## config.mk

```make
export PLATFORM = sky130hd
export DESIGN_NAME = axi_gpio
export DESIGN_NICKNAME = d
export VERILOG_FILES = /design/src/rtl/axi_gpio.sv
export SDC_FILE = /design/constraint.sdc
export NUM_CORES = 1
export LEC_CHECK = 0
export ABC_CLOCK_PERIOD_IN_PS = 1350
export CAP_MARGIN = 20
export CORE_MARGIN = 1
export CORE_UTILIZATION = 25
export DETAILED_ROUTE_END_ITERATION = 6
export DONT_BUFFER_PORTS = 1
export HOLD_SLACK_MARGIN = 0.1
export PLACE_DENSITY = 0.37
export SLEW_MARGIN = 20
export SYNTH_ARGS = -nofsm -noshare
export SYNTH_HDL_FRONTEND = slang
export SYNTH_SLANG_ARGS = --single-unit
```

## constraint.sdc

```tcl
create_clock -name clk_i -period 1.35 [get_ports clk_i]
set_input_delay 0.2025 -clock clk_i [delete_from_list [all_inputs] [get_ports clk_i]]
set_output_delay 0.2025 -clock clk_i [all_outputs]
set_load 0.02 [all_outputs]
```

## src/rtl/axi_gpio.sv

```systemverilog
// Memory-mapped GPIO block: output/direction registers, synchronised inputs, separate read and write handshakes.
// Build with GPIO_IRQ_EN defined to add rising-edge interrupts (IRQ_EN / IRQ_STATUS registers).
module axi_gpio #(
  parameter int GpioWidth    = 32,
  parameter int AddressWidth = 32
) (
  input  logic                    clk_i,
  input  logic                    rst_i,
  input  logic                    gpio_awvalid_i,
  input  logic [AddressWidth-1:0] gpio_awaddr_i,
  output logic                    gpio_awready_o,
  input  logic                    gpio_wvalid_i,
  input  logic [31:0]             gpio_wdata_i,
  input  logic [3:0]              gpio_be_i,
  output logic                    gpio_wready_o,
  output logic                    gpio_bvalid_o,
  input  logic                    gpio_bready_i,
  input  logic                    gpio_arvalid_i,
  input  logic [AddressWidth-1:0] gpio_araddr_i,
  output logic                    gpio_arready_o,
  output logic                    gpio_rvalid_o,
  output logic [31:0]             gpio_rdata_o,
  input  logic                    gpio_rready_i,
  input  logic [GpioWidth-1:0]    gpio_i,
  output logic [GpioWidth-1:0]    gpio_o,
  output logic [GpioWidth-1:0]    gpio_oe_o,
  output logic                    gpio_intr_o
);

  localparam logic [2:0] OFF_DATA_OUT   = 3'd0;
  localparam logic [2:0] OFF_DATA_IN    = 3'd1;
  localparam logic [2:0] OFF_DIR        = 3'd2;
  localparam logic [2:0] OFF_IRQ_EN     = 3'd3;
  localparam logic [2:0] OFF_IRQ_STATUS = 3'd4;

  typedef enum logic {W_IDLE, W_RESP} w_state_t;
  typedef enum logic {R_IDLE, R_DATA} r_state_t;

  w_state_t w_state, w_state_next;
  r_state_t r_state, r_state_next;

  logic                 w_accept, r_accept;
  logic [2:0]           w_offset, r_offset;
  logic [31:0]          wmask, rd_value;
  logic [31:0]          irq_en_rd, irq_status_rd;
  logic [GpioWidth-1:0] data_out, dir, sync1, sync2;
  logic                 unused_addr_bits;

  function automatic logic [31:0] merge(input logic [31:0] old_v, input logic [31:0] new_v,
                                        input logic [31:0] mask);
    return (old_v & ~mask) | (new_v & mask);
  endfunction

  assign w_offset = gpio_awaddr_i[4:2];
  assign r_offset = gpio_araddr_i[4:2];
  assign wmask    = {{8{gpio_be_i[3]}}, {8{gpio_be_i[2]}}, {8{gpio_be_i[1]}}, {8{gpio_be_i[0]}}};

  // Base/mask decode happens in the interconnect, so the remaining address bits are don't-care.
  assign unused_addr_bits = ^{gpio_awaddr_i, gpio_araddr_i};

  always_comb begin
    w_state_next = w_state;
    w_accept     = 1'b0;
    unique case (w_state)
      W_IDLE: if (gpio_awvalid_i && gpio_wvalid_i && !rst_i) begin
        w_accept     = 1'b1;
        w_state_next = W_RESP;
      end
      W_RESP: if (gpio_bready_i) w_state_next = W_IDLE;
      default: w_state_next = W_IDLE;
    endcase
  end

  always_comb begin
    r_state_next = r_state;
    r_accept     = 1'b0;
    unique case (r_state)
      R_IDLE: if (gpio_arvalid_i && !rst_i) begin
        r_accept     = 1'b1;
        r_state_next = R_DATA;
      end
      R_DATA: if (gpio_rready_i) r_state_next = R_IDLE;
      default: r_state_next = R_IDLE;
    endcase
  end

  always_comb begin
    rd_value = '0;
    unique case (r_offset)
      OFF_DATA_OUT:   rd_value = 32'(data_out);
      OFF_DATA_IN:    rd_value = 32'(sync2);
      OFF_DIR:        rd_value = 32'(dir);
      OFF_IRQ_EN:     rd_value = irq_en_rd;
      OFF_IRQ_STATUS: rd_value = irq_status_rd;
      default:        rd_value = '0;
    endcase
  end

  always_ff @(posedge clk_i) begin
    if (rst_i) begin
      w_state      <= W_IDLE;
      r_state      <= R_IDLE;
      gpio_rdata_o <= '0;
    end else begin
      w_state <= w_state_next;
      r_state <= r_state_next;
      if (r_accept) gpio_rdata_o <= rd_value;
    end
  end

  always_ff @(posedge clk_i) begin
    if (rst_i) begin
      data_out <= '0;
      dir      <= '0;
      sync1    <= '0;
      sync2    <= '0;
    end else begin
      sync1 <= gpio_i;
      sync2 <= sync1;
      if (w_accept && w_offset == OFF_DATA_OUT)
        data_out <= GpioWidth'(merge(32'(data_out), gpio_wdata_i, wmask));
      if (w_accept && w_offset == OFF_DIR)
        dir <= GpioWidth'(merge(32'(dir), gpio_wdata_i, wmask));
    end
  end

`ifdef GPIO_IRQ_EN
  logic [GpioWidth-1:0] irq_en, irq_status, data_in_prev, rise, clear;
  logic                 intr_q;

  assign rise  = sync2 & ~data_in_prev;
  assign clear = (w_accept && w_offset == OFF_IRQ_STATUS) ? GpioWidth'(gpio_wdata_i & wmask) : '0;

  // A new edge in the same cycle as a W1C clear keeps the bit set.
  always_ff @(posedge clk_i) begin
    if (rst_i) begin
      irq_en       <= '0;
      irq_status   <= '0;
      data_in_prev <= '0;
      intr_q       <= 1'b0;
    end else begin
      data_in_prev <= sync2;
      irq_status   <= (irq_status & ~clear) | rise;
      intr_q       <= |(irq_status & irq_en);
      if (w_accept && w_offset == OFF_IRQ_EN)
        irq_en <= GpioWidth'(merge(32'(irq_en), gpio_wdata_i, wmask));
    end
  end

  assign irq_en_rd     = 32'(irq_en);
  assign irq_status_rd = 32'(irq_status);
  assign gpio_intr_o   = intr_q;
`else
  assign irq_en_rd     = '0;
  assign irq_status_rd = '0;
  assign gpio_intr_o   = 1'b0;
`endif

  assign gpio_awready_o = w_accept;
  assign gpio_wready_o  = w_accept;
  assign gpio_bvalid_o  = (w_state == W_RESP);
  assign gpio_arready_o = r_accept;
  assign gpio_rvalid_o  = (r_state == R_DATA);
  assign gpio_o         = data_out;
  assign gpio_oe_o      = dir;

endmodule

```

==> results.sh <==
export IMPL_status="finished, violations left"
export IMPL_failed_checks="negative hold slack, negative setup slack"
export IMPL_die_area_um2=25400
export IMPL_nFillCells=2440
export IMPL_ios=241
export IMPL_hold_buffers=100
export IMPL_die_w_um=159
export IMPL_grt_pass1_wl_um=30900
export IMPL_crit_type="register to register"
export IMPL_yosys_warnings=0
export IMPL_coreArea_um2=24300
export IMPL_fp_dieH_um=159
export IMPL_synthDominantCellAreaShare=0.524
export IMPL_drtIter0Drc=347
export IMPL_cp_end_kind="register"
export IMPL_synth_nets=729
export IMPL_cp_arrival_ps=1740
export IMPL_period_needed_ps=1400
export IMPL_cts_sinks=162
export IMPL_grt_total_usage=0.159
export IMPL_max_vdd_ir_drop_uv=587
export IMPL_drive_gt1_frac=0.208
export IMPL_required_ps=1690
export IMPL_skew_ps=11.8
export IMPL_drv_slew=0
export IMPL_synth_area_top_cells="dfxtp_1, nor2b_1, mux2i_1, a21oi_1, nand3_1"
export IMPL_vias=5040
export IMPL_wl_um=20100
export IMPL_cap_viol_max_count=0
export IMPL_finalHoldViolCount=49
export IMPL_dp_hpwl_um=13300
export IMPL_diodes=0
export IMPL_first_global_vias=5035
export IMPL_clock_latency_ps=420
export IMPL_drc=0
export IMPL_relSlewSlack=0.444
export IMPL_yosys_area_top_type="dfxtp_1"
export IMPL_clk_pin_slew_ps=70
export IMPL_fin_crit_sh=1.04
export IMPL_numPortBuffers=0
export IMPL_regArea_um2=3250
export IMPL_syn_area_um2=6190
export IMPL_fin_ws_ps=-53.5
export IMPL_clockBufferDepth=2
export IMPL_start_util=0.255
export IMPL_viasPerCell=4.70
export IMPL_drt_wirelength_per_cell_um=18.8
export IMPL_fmax_mhz=712
export IMPL_gp_congestion=0.795
export IMPL_cp_max_fo=5
export IMPL_nets=875
export IMPL_ant_nets=0
export IMPL_syn_inst=590
export IMPL_worst_slew_pin_slew_ps=834
export IMPL_p_leak_uw=0.00344
export IMPL_htreeDepth=4
export IMPL_fin_setup_tns_ps=-448
export IMPL_hold_class="input pin to register"
export IMPL_setup_viol=14
export IMPL_dr_pass1_iters=5
export IMPL_cts_tree="done"
export IMPL_antenna_found_initial=0
export IMPL_syn2layout_area_growth_pct=42.3
export IMPL_critPathLaunchType="register"
export IMPL_multi_input_area_um2=2740
export IMPL_rows=57
export IMPL_synth_avg_cell_area_um2=10.5
export IMPL_finalHoldWorstSlack_ps=-124
export IMPL_finalCoreUtilization=0.362
export IMPL_numCtsBuffers=17
export IMPL_cts_root_buf="clkbuf_16"
export IMPL_ys_ff_latch=162
export IMPL_rsz0062_at_grt="true"
export IMPL_power_density_nw_per_um2=1190
export IMPL_synth_cell_type_count=34
export IMPL_gr_total_overflow=0
export IMPL_grt_max_degree=144
export IMPL_seq_area_frac_synth=0.524
## metrics by stage
step	hold WS, ps	cell area (um^2)	std cells	power, uW	setup slack [ps]
6_report	-124	8810	1073	10500	-53.5
5_1_grt	-162	8810	1073	10900	-125
3_5_place_dp	286	6880	928	5410	-377
3_3_place_gp	290	6880	928	5410	-280
4_1_cts	-154	8690	1070	10600	-99.9
2_1_floorplan	306	6200	590	5410	-77.3
## final timing paths
path / slack, ps / start / cells after the start / endpoint
min: -120 / rst_i / 1 / register
max reg2reg: -50 / gpio_bvalid_o / 6 / register
min reg2reg: 530 / register / 2 / register
max: -50 / gpio_bvalid_o / 6 / register
## cell usage in the layout, fill, tap and decap left out, types with 22 or more instances in the layout
master         instances
a22o_1                22
dfxtp_1              158
o21ai_1               23
mux2i_1               30
o2bb2ai_1             22
dlygate4sd3_1         99
a21oi_1               43
nand3_1               47
o21ai_0               26
buf_4                 62
nor2b_1               72
## metal layers
| layer | share of wire | up-vias | global-route usage |
|---|---|---|---|
| met5 | 0 | - | 0 |
| met4 | 0.017 | 0 | 0.0564 |
| met3 | 0.066 | 21 | 0.0490 |
| met2 | 0.46 | 162 | 0.251 |
| met1 | 0.46 | 2451 | 0.206 |
| li1 | - | 2406 | - |
## timing repair
action / CTS / global route
resized for setup: 14 / 43
endpoints found under the hold margin: 155 / 59
buffers inserted: 7 / 4
gates cloned: 3 / 1
pin swaps: 3 / 4
endpoints found under the setup margin: 58 / 99
## worst max-delay path: stages (launching register included)
cell       delay (ps)
dfxtp_2           320
nand4bb_4         210
clkinv_4          110
and4b_1           210
buf_6             140
buf_6             130
mux2i_1           210
## power breakdown
group          internal, uW  switching (uW)  total (uW)
combinational           399             267         667
sequential             4880            42.8        4920
clock                  2690            2220        4910
## cells by family (layout without fill, tap and decap cells)
kind of cell           Yosys count  count (layout)  synth area share
AND/OR/NAND/NOR                170             170             0.187
flip-flops                     162             162             0.524
AO/OA/AOI/OAI                  153             153             0.159
multiplexers                    48              48            0.0837
buffers and inverters           56             215            0.0451
other                            1               1          0.000606
## cells in the mapped netlist (all sizes together)
cell     number
a21boi        1
or4b          3
nor4          1
o2bb2ai      22
conb          1
nor2          2
inv           1
o21ai        49
mux2         18
dfxtp       162
nand4         1
mux2i        30
clkbuf       27
and4b         1
a221o        10
a21oi        49
buf          28
nand4bb       4
nand3        48
a22o         22
nand2b       19
and3         10
nor2b        74
nor4b         4
nor4bb        3
## area by class of cell
class,instances,area share
inverters,1,0.000994
flip-flops and latches,162,0.369
clock buffers,18,0.0499
multi-input cells,372,0.311
repair buffers,182,0.204
clock inverters,14,0.0189
well taps,324,0.0460
Power figures use the tool's default switching activity.
